**src/rtl/mux4_x1_pkg.sv**
```systemverilog
// mux4_x1_pkg
//   Shared constants for the 4:1 selector slice: the default data width
//   and the four select encodings used by both the selector and the bench.
package mux4_x1_pkg;

  localparam int MUX_WIDTH_DEF = 16;

  typedef logic [1:0] sel_t;

  localparam sel_t SEL_IN0 = 2'b00;
  localparam sel_t SEL_IN1 = 2'b01;
  localparam sel_t SEL_IN2 = 2'b10;
  localparam sel_t SEL_IN3 = 2'b11;

endpackage : mux4_x1_pkg

```
**src/rtl/mux4_x1_if.sv**
```systemverilog
// mux4_x1_if
//   Bundles the data sources, select, capture enable and all results of
//   mux4_x1.
//   master : drives in0..in3, sel, en; observes out, out_q, out_valid, sel_q
//   slave  : the selector itself (mirror image of master)
interface mux4_x1_if #(
  parameter int WIDTH = mux4_x1_pkg::MUX_WIDTH_DEF
);

  logic [WIDTH-1:0] in0;
  logic [WIDTH-1:0] in1;
  logic [WIDTH-1:0] in2;
  logic [WIDTH-1:0] in3;
  logic [1:0]       sel;
  logic             en;
  logic [WIDTH-1:0] out;
  logic [WIDTH-1:0] out_q;
  logic             out_valid;
  logic [1:0]       sel_q;

  modport master (
    output in0, in1, in2, in3, sel, en,
    input  out, out_q, out_valid, sel_q
  );

  modport slave (
    input  in0, in1, in2, in3, sel, en,
    output out, out_q, out_valid, sel_q
  );

endinterface : mux4_x1_if

```
**src/rtl/mux4_x1_outreg.sv**
```systemverilog
// mux4_x1_outreg
//   En-gated capture register for the selected data and its select code.
//   Ports:
//     i_clk    rising-edge clock
//     i_rst_n  asynchronous active-low reset, clears everything at once
//     i_en     capture enable
//     i_data   selected data to capture
//     i_sel    select code to capture alongside the data
//     o_data   captured data
//     o_sel    captured select code
//     o_vld    set by the first capture after reset, held until reset
module mux4_x1_outreg #(
  parameter int DATA_W = mux4_x1_pkg::MUX_WIDTH_DEF
) (
  input  logic              i_clk,
  input  logic              i_rst_n,
  input  logic              i_en,
  input  logic [DATA_W-1:0] i_data,
  input  logic [1:0]        i_sel,
  output logic [DATA_W-1:0] o_data,
  output logic [1:0]        o_sel,
  output logic              o_vld
);

  logic [DATA_W-1:0] r_data_p1;
  logic [1:0]        r_sel_p1;
  logic              r_vld_p1;

  // Stage p0 -> p1: capture on en, hold otherwise
  always_ff @(posedge i_clk or negedge i_rst_n) begin
    if (!i_rst_n) begin
      r_data_p1 <= '0;
      r_sel_p1  <= 2'b00;
      r_vld_p1  <= 1'b0;
    end else if (i_en) begin
      r_data_p1 <= i_data;
      r_sel_p1  <= i_sel;
      r_vld_p1  <= 1'b1;
    end
  end

  assign o_data = r_data_p1;
  assign o_sel  = r_sel_p1;
  assign o_vld  = r_vld_p1;

endmodule : mux4_x1_outreg

```
**src/rtl/mux4_x1.sv**
```systemverilog
// mux4_x1
//   4:1 selector with a combinational result and an en-gated registered copy.
//   Ports:
//     clk   rising-edge clock for the registered path
//     rst   asynchronous active-low reset of the registered path only
//     bus   mux4_x1_if slave: in0..in3, sel, en in; out (combinational),
//           out_q / sel_q (registered), out_valid out
module mux4_x1 #(
  parameter int WIDTH = mux4_x1_pkg::MUX_WIDTH_DEF
) (
  input  logic        clk,
  input  logic        rst,
  mux4_x1_if.slave    bus
);

  import mux4_x1_pkg::*;

  logic [WIDTH-1:0] w_mux_p0;

  // Stage p0: purely combinational select, independent of clk/rst/en
  always_comb begin
    w_mux_p0 = '0;
    case (bus.sel)
      SEL_IN0: w_mux_p0 = bus.in0;
      SEL_IN1: w_mux_p0 = bus.in1;
      SEL_IN2: w_mux_p0 = bus.in2;
      SEL_IN3: w_mux_p0 = bus.in3;
      default: w_mux_p0 = '0;
    endcase
  end

  assign bus.out = w_mux_p0;

  mux4_x1_outreg #(
    .DATA_W (WIDTH)
  ) u_outreg (
    .i_clk   (clk),
    .i_rst_n (rst),
    .i_en    (bus.en),
    .i_data  (w_mux_p0),
    .i_sel   (bus.sel),
    .o_data  (bus.out_q),
    .o_sel   (bus.sel_q),
    .o_vld   (bus.out_valid)
  );

endmodule : mux4_x1

```
**src/flat_wrapper.sv**
```systemverilog
// flat-port wrapper written by rule: the top's interface ports become plain ports
module mux4_x1_flat import mux4_x1_pkg::*;
#(
  parameter int WIDTH = mux4_x1_pkg::MUX_WIDTH_DEF
)
  (clk, rst, bus_in0, bus_in1, bus_in2, bus_in3, bus_sel, bus_en, bus_out, bus_out_q, bus_out_valid, bus_sel_q);
  mux4_x1_if #(.WIDTH(WIDTH)) bus_i ();
  input  logic clk;
  input  logic rst;
  input wire logic [$bits(bus_i.in0)-1:0] bus_in0;
  input wire logic [$bits(bus_i.in1)-1:0] bus_in1;
  input wire logic [$bits(bus_i.in2)-1:0] bus_in2;
  input wire logic [$bits(bus_i.in3)-1:0] bus_in3;
  input wire logic [$bits(bus_i.sel)-1:0] bus_sel;
  input wire logic [$bits(bus_i.en)-1:0] bus_en;
  output wire logic [$bits(bus_i.out)-1:0] bus_out;
  output wire logic [$bits(bus_i.out_q)-1:0] bus_out_q;
  output wire logic [$bits(bus_i.out_valid)-1:0] bus_out_valid;
  output wire logic [$bits(bus_i.sel_q)-1:0] bus_sel_q;
  assign bus_i.in0 = bus_in0;
  assign bus_i.in1 = bus_in1;
  assign bus_i.in2 = bus_in2;
  assign bus_i.in3 = bus_in3;
  assign bus_i.sel = bus_sel;
  assign bus_i.en = bus_en;
  assign bus_out = bus_i.out;
  assign bus_out_q = bus_i.out_q;
  assign bus_out_valid = bus_i.out_valid;
  assign bus_sel_q = bus_i.sel_q;
  mux4_x1 #(.WIDTH(WIDTH)) u_core (.clk(clk), .rst(rst), .bus(bus_i));
endmodule
```
**config.mk**
```make
export PLATFORM = sky130hd
export DESIGN_NAME = mux4_x1_flat
export DESIGN_NICKNAME = d
export VERILOG_FILES = /design/src/rtl/mux4_x1_pkg.sv /design/src/rtl/mux4_x1_if.sv /design/src/rtl/mux4_x1_outreg.sv /design/src/rtl/mux4_x1.sv /design/src/flat_wrapper.sv
export SDC_FILE = /design/constraint.sdc
export NUM_CORES = 1
export LEC_CHECK = 0
export ABC_AREA = 1
export BUFFER_PORTS_ARGS = -buffer_cell sky130_fd_sc_hd__buf_2
export CORE_MARGIN = 2
export CORE_UTILIZATION = 43
export DETAILED_ROUTE_END_ITERATION = 10
export PLACE_DENSITY = 0.85
export SLEW_MARGIN = 20
export SYNTH_ARGS = -nofsm -noshare
export SYNTH_HDL_FRONTEND = slang
export SYNTH_SLANG_ARGS = --single-unit
```
**constraint.sdc**
```tcl
create_clock -name clk -period 3.47 [get_ports clk]
set_input_delay 0.8675 -clock clk [delete_from_list [all_inputs] [get_ports clk]]
set_output_delay 0.8675 -clock clk [all_outputs]
set_load 0.01 [all_outputs]
```
======== Yosys cells after proc, flatten, opt, wreduce, memory -nomap -nowiden ========
Index checks and enable logic that the tools add are counted.
word-level totals
  register bits ........................... 19
  bits of input ports ..................... 69
  output and inout port bits .............. 35
  word-level logic and storage cells ...... 8
cells by class
  equal/unequal tests ..................... 3
  mux-type cells .......................... 1
  reductions and logical operators ........ 1
operators with widths
  cell                                                  number
  case mux 16 bit (4 select lines)                      1
  equality test 2 bit (second input constant)           2
  equality test 2 x 1 -> 1 bit (second input constant)  1
  zero test 2 bit                                       1

======== Depth between registers and ports, before layout ========
  word-level depth ........................ 2
  gate-level depth with buffers ........... 8
  depth with buffers taken out ............ 6

======== Cells and area by module ========
From an unflattened synthesis, not the netlist that was laid out.
second synthesis, totals
  cells, all modules ...................... 172
  area total of the unflattened synthesis .. 1257.5 um^2
by module, submodules not included
  module          instances  cells an instance  area an instance (um^2)
  mux4_x1_outreg  1          78                 733.2
  mux4_x1         1          94                 524.3

======== Worst setup path before layout ========
Ideal clock, no wire load.
  path type ............................... input to output
  start point ............................. input bus_sel[1]
  end point ............................... output bus_out[10]
  arrival ................................. 1.575 ns
  data required time ...................... 2.602 ns
  setup slack ............................. 1.028 ns
  cell stages on the path ................. 5
  buffers on the path ..................... 2
  cells stage by stage .................... buf_4 > buf_2 > o21bai_2 > nand3_1 > and2_1
between the ends
  word-level cells in the longest chain between the ends .. 2
RTL lines
  item                                               line                RTL
  from (decl)                                        flat_wrapper.sv:14  input wire logic [$bits(bus_i.sel)-1:0] bus_sel;
  equality test 2 bit, or another cell as far along  mux4_x1.sv:23       case (bus.sel)
  case mux 16 bit (4 select lines) *                 mux4_x1.sv:23
  to (decl)                                          flat_wrapper.sv:16  output wire logic [$bits(bus_i.out)-1:0] bus_out;
Every way passes the cells marked *; elsewhere a longest branch is shown, timed or not.

======== Final worst setup path ========
  start point ............................. input bus_sel[1]
  end point ............................... output bus_out[2]
The elaborated chain is that of the path after synthesis.

==> impl_metrics.csv <==
group,metric,value,unit
synth,async_reset_ff_share,100,%
synth,syn_area,1400,um^2
power_and_ir_drop,p_total,582,uW
layout,layout.nets,369,
layout,utilization,62.4,%
global_route,grt_overflow,0,
clocking,cts_tree,"yes",
synth,synth_seq_cells,19,
layout,area_growth,37.6,%
synth,syn_nets,273,
route,wl,4010,um
synth,synth_enable_flop_cells,0,
global_route,grt_usage,22.0,%
synth,yosysSeqAreaShare,34.1,%
synth,yosysMostFrequentCell,"nand2_1",
route,firstDrtPassIters,4,
sta,period_minus_slack,2940,ps
sta,worst_pin_slew,601,ps
route,viasPerCell,4.86,
route,ant_nets,0,
run_status,status,"finished, final reports clean",
min_path,hold_class,"reg2reg",
sta,period_share,84.8,%
floorplan,coreArea,3080,um^2
floorplan,dieArea,3720,um^2
clocking,clock_path_buffers,2,
layout,nFillCells,309,
synth,yosysTopAreaCell,"dfrtp_1",
global_route,grt_max_degree,29,
route,wl_per_cell,11.7,um
synth,synthFlopType,"dfrtp_1",
power_and_ir_drop,p_leak,0.00112,uW
sta,rsz0062_at_grt,"no",
clocking,cts_buffers,3,
floorplan,dieWidth,61.0,um
floorplan,start_util,45.3,%
synth,synth_top_area_share,34.1,%
sta,max_freq,340,MHz
sta,drv_slew,0,
synth,avgSynthCellArea,6.84,um^2
clocking,htreeDepth,1,
global_route,grt_pass1_vias,1477,
synth,yosys_warnings,0,
power_and_ir_drop,p_per_area,303,nW/um^2
route,post-route-drc-count,0,
critical_path,startpoint_type,"input pin",
synth,synth_common_cells,"nand2_1 (68), nand3_1 (49), dfrtp_1 (19), inv_1 (18), and2_1 (16)",
layout,antennaDiodeCount,0,
floorplan,die_height,61.0,um
route,drt_iter0_markers,84,
sta,relSlewSlack,59.9,%
sta,hold_violations,0,
clocking,clk_pin_slew_worst_paths,110,ps
critical_path,worstPathMaxFanout,28,
clocking,cts-root-buf,"clkbuf_4",
placement,dp_hpwl,3030,um
clocking,cts.sinks,19,
sta,setup_tns,0,ps
clocking,post_cts_resize_count,0,
job,maxCapViolations,0,
critical_path,end_kind,"output port",
sta,setup_viol,0,
critical_path,crit_type,"in2out",
route,via_count,1668,
synth,synth_cell_types,16,
power_and_ir_drop,vdd_drop_max,207,uV
placement,io_buffers,103,
layout,layout-drive-gt1-share,39.8,%
sta,holdWs,480,ps
synth,syn_inst,204,
global_route,antenna_found_initial,0,
global_route,grt_pass1_wl,6130,um
clocking,post_cts_buffers,0,
critical_path,worstPathRequired,2600,ps
placement,place_congestion,0.692,
sta,finClkSkew,0,ps
clocking,ctsHoldBuffers,0,
synth,synth_area_leaders,"dfrtp_1 (34%), nand2_1 (18%), nand3_1 (18%), and2_1 (7.2%), o21bai_2 (5.7%)",
floorplan,std_cell_rows,20,
clocking,clock_latency,300,ps
floorplan,ioPinCount,104,
critical_path,cp.arrival,2080,ps
==> final cells by class <==
cell class                      instances  area (um^2)  share of cell area (%)
Sequential cell                        19          475                    24.8
Inverter                               21         78.8                    4.11
Timing Repair Buffer                  103          515                    26.9
Clock buffer                            3         22.5                    1.17
Tap cell                               44         55.1                    2.87
Clock inverter                          1         5.00                   0.261
Multi-Input combinational cell        152          767                    40.0
==> cells by family (layout without fill, tap and decap cells) <==
| group | count (synthesis) | after routing | synth area share (%) |
|---|---|---|---|
| AND/OR/NAND/NOR | 135 | 135 | 44.3 |
| flip-flops | 19 | 19 | 34.1 |
| buffers and inverters | 33 | 128 | 10.9 |
| AO/OA/AOI/OAI | 17 | 17 | 10.7 |
==> layer usage <==
metal | track usage [%] | share of wire (%) | wire length, um
met1 | 25.9 | 42 | 1670
met2 | 40.4 | 48 | 1930
met3 | 4.69 | 10 | 400
met4 | 5.59 | 0.47 | 19
met5 | 0 | 0 | 0
==> flip-flops by register name, indices dropped and copies added (netlist names) <==
register	count
u_core.u_outreg.o_data	16
u_core.u_outreg.o_sel	2
u_core.u_outreg.o_vld	1
==> path summary, 6_finish.rpt <==
check	slack, ps	cells after the start	startpoint	endpoint
hold / removal	480	1	u_core.u_outreg.o_vld$_DFFE_PN0P_	u_core.u_outreg.o_vld$_DFFE_PN0P_
min in group asynchronous	490	1	rst	u_core.u_outreg.o_sel[0]$_DFFE_PN0P_
setup / recovery	530	7	bus_sel[1]	bus_out[2]
setup reg to reg	2710	1	u_core.u_outreg.o_vld$_DFFE_PN0P_	u_core.u_outreg.o_vld$_DFFE_PN0P_
hold reg to reg	480	1	u_core.u_outreg.o_vld$_DFFE_PN0P_	u_core.u_outreg.o_vld$_DFFE_PN0P_
max in group asynchronous	2680	1	rst	u_core.u_outreg.o_data[13]$_DFFE_PN0P_
==> stage by stage <==
stage	setup WS (ps)	std cells	area, um^2
after global placement	544	339	1890
after global routing	378	343	1920
after floorplan	1030	204	1400
final	526	343	1920
after detailed placement	514	339	1890
after CTS	510	343	1920
==> cells in the final DEF (no fill, tap or decap), drive strengths merged <==
cell    count
buf       103
nand2      68
nand3      49
inv        21
dfrtp      19
and2       16
o21bai     15
clkbuf      3
o21ai       2
nor2        1
or2         1
clkinv      1
==> critical path, cell delays in order <==
cell     delay, ps
buf_2          390
nand2_1        120
inv_2          230
nand2_1         80
nand3_1        120
and2_1         130
buf_2          120
==> where the power goes <==
group          internal (uW)  total (uW)  switching (uW)
clock network           42.9         113            70.0
registers                245         259            13.7
logic                   95.4         210             114
Power figures use the tool's default switching activity.
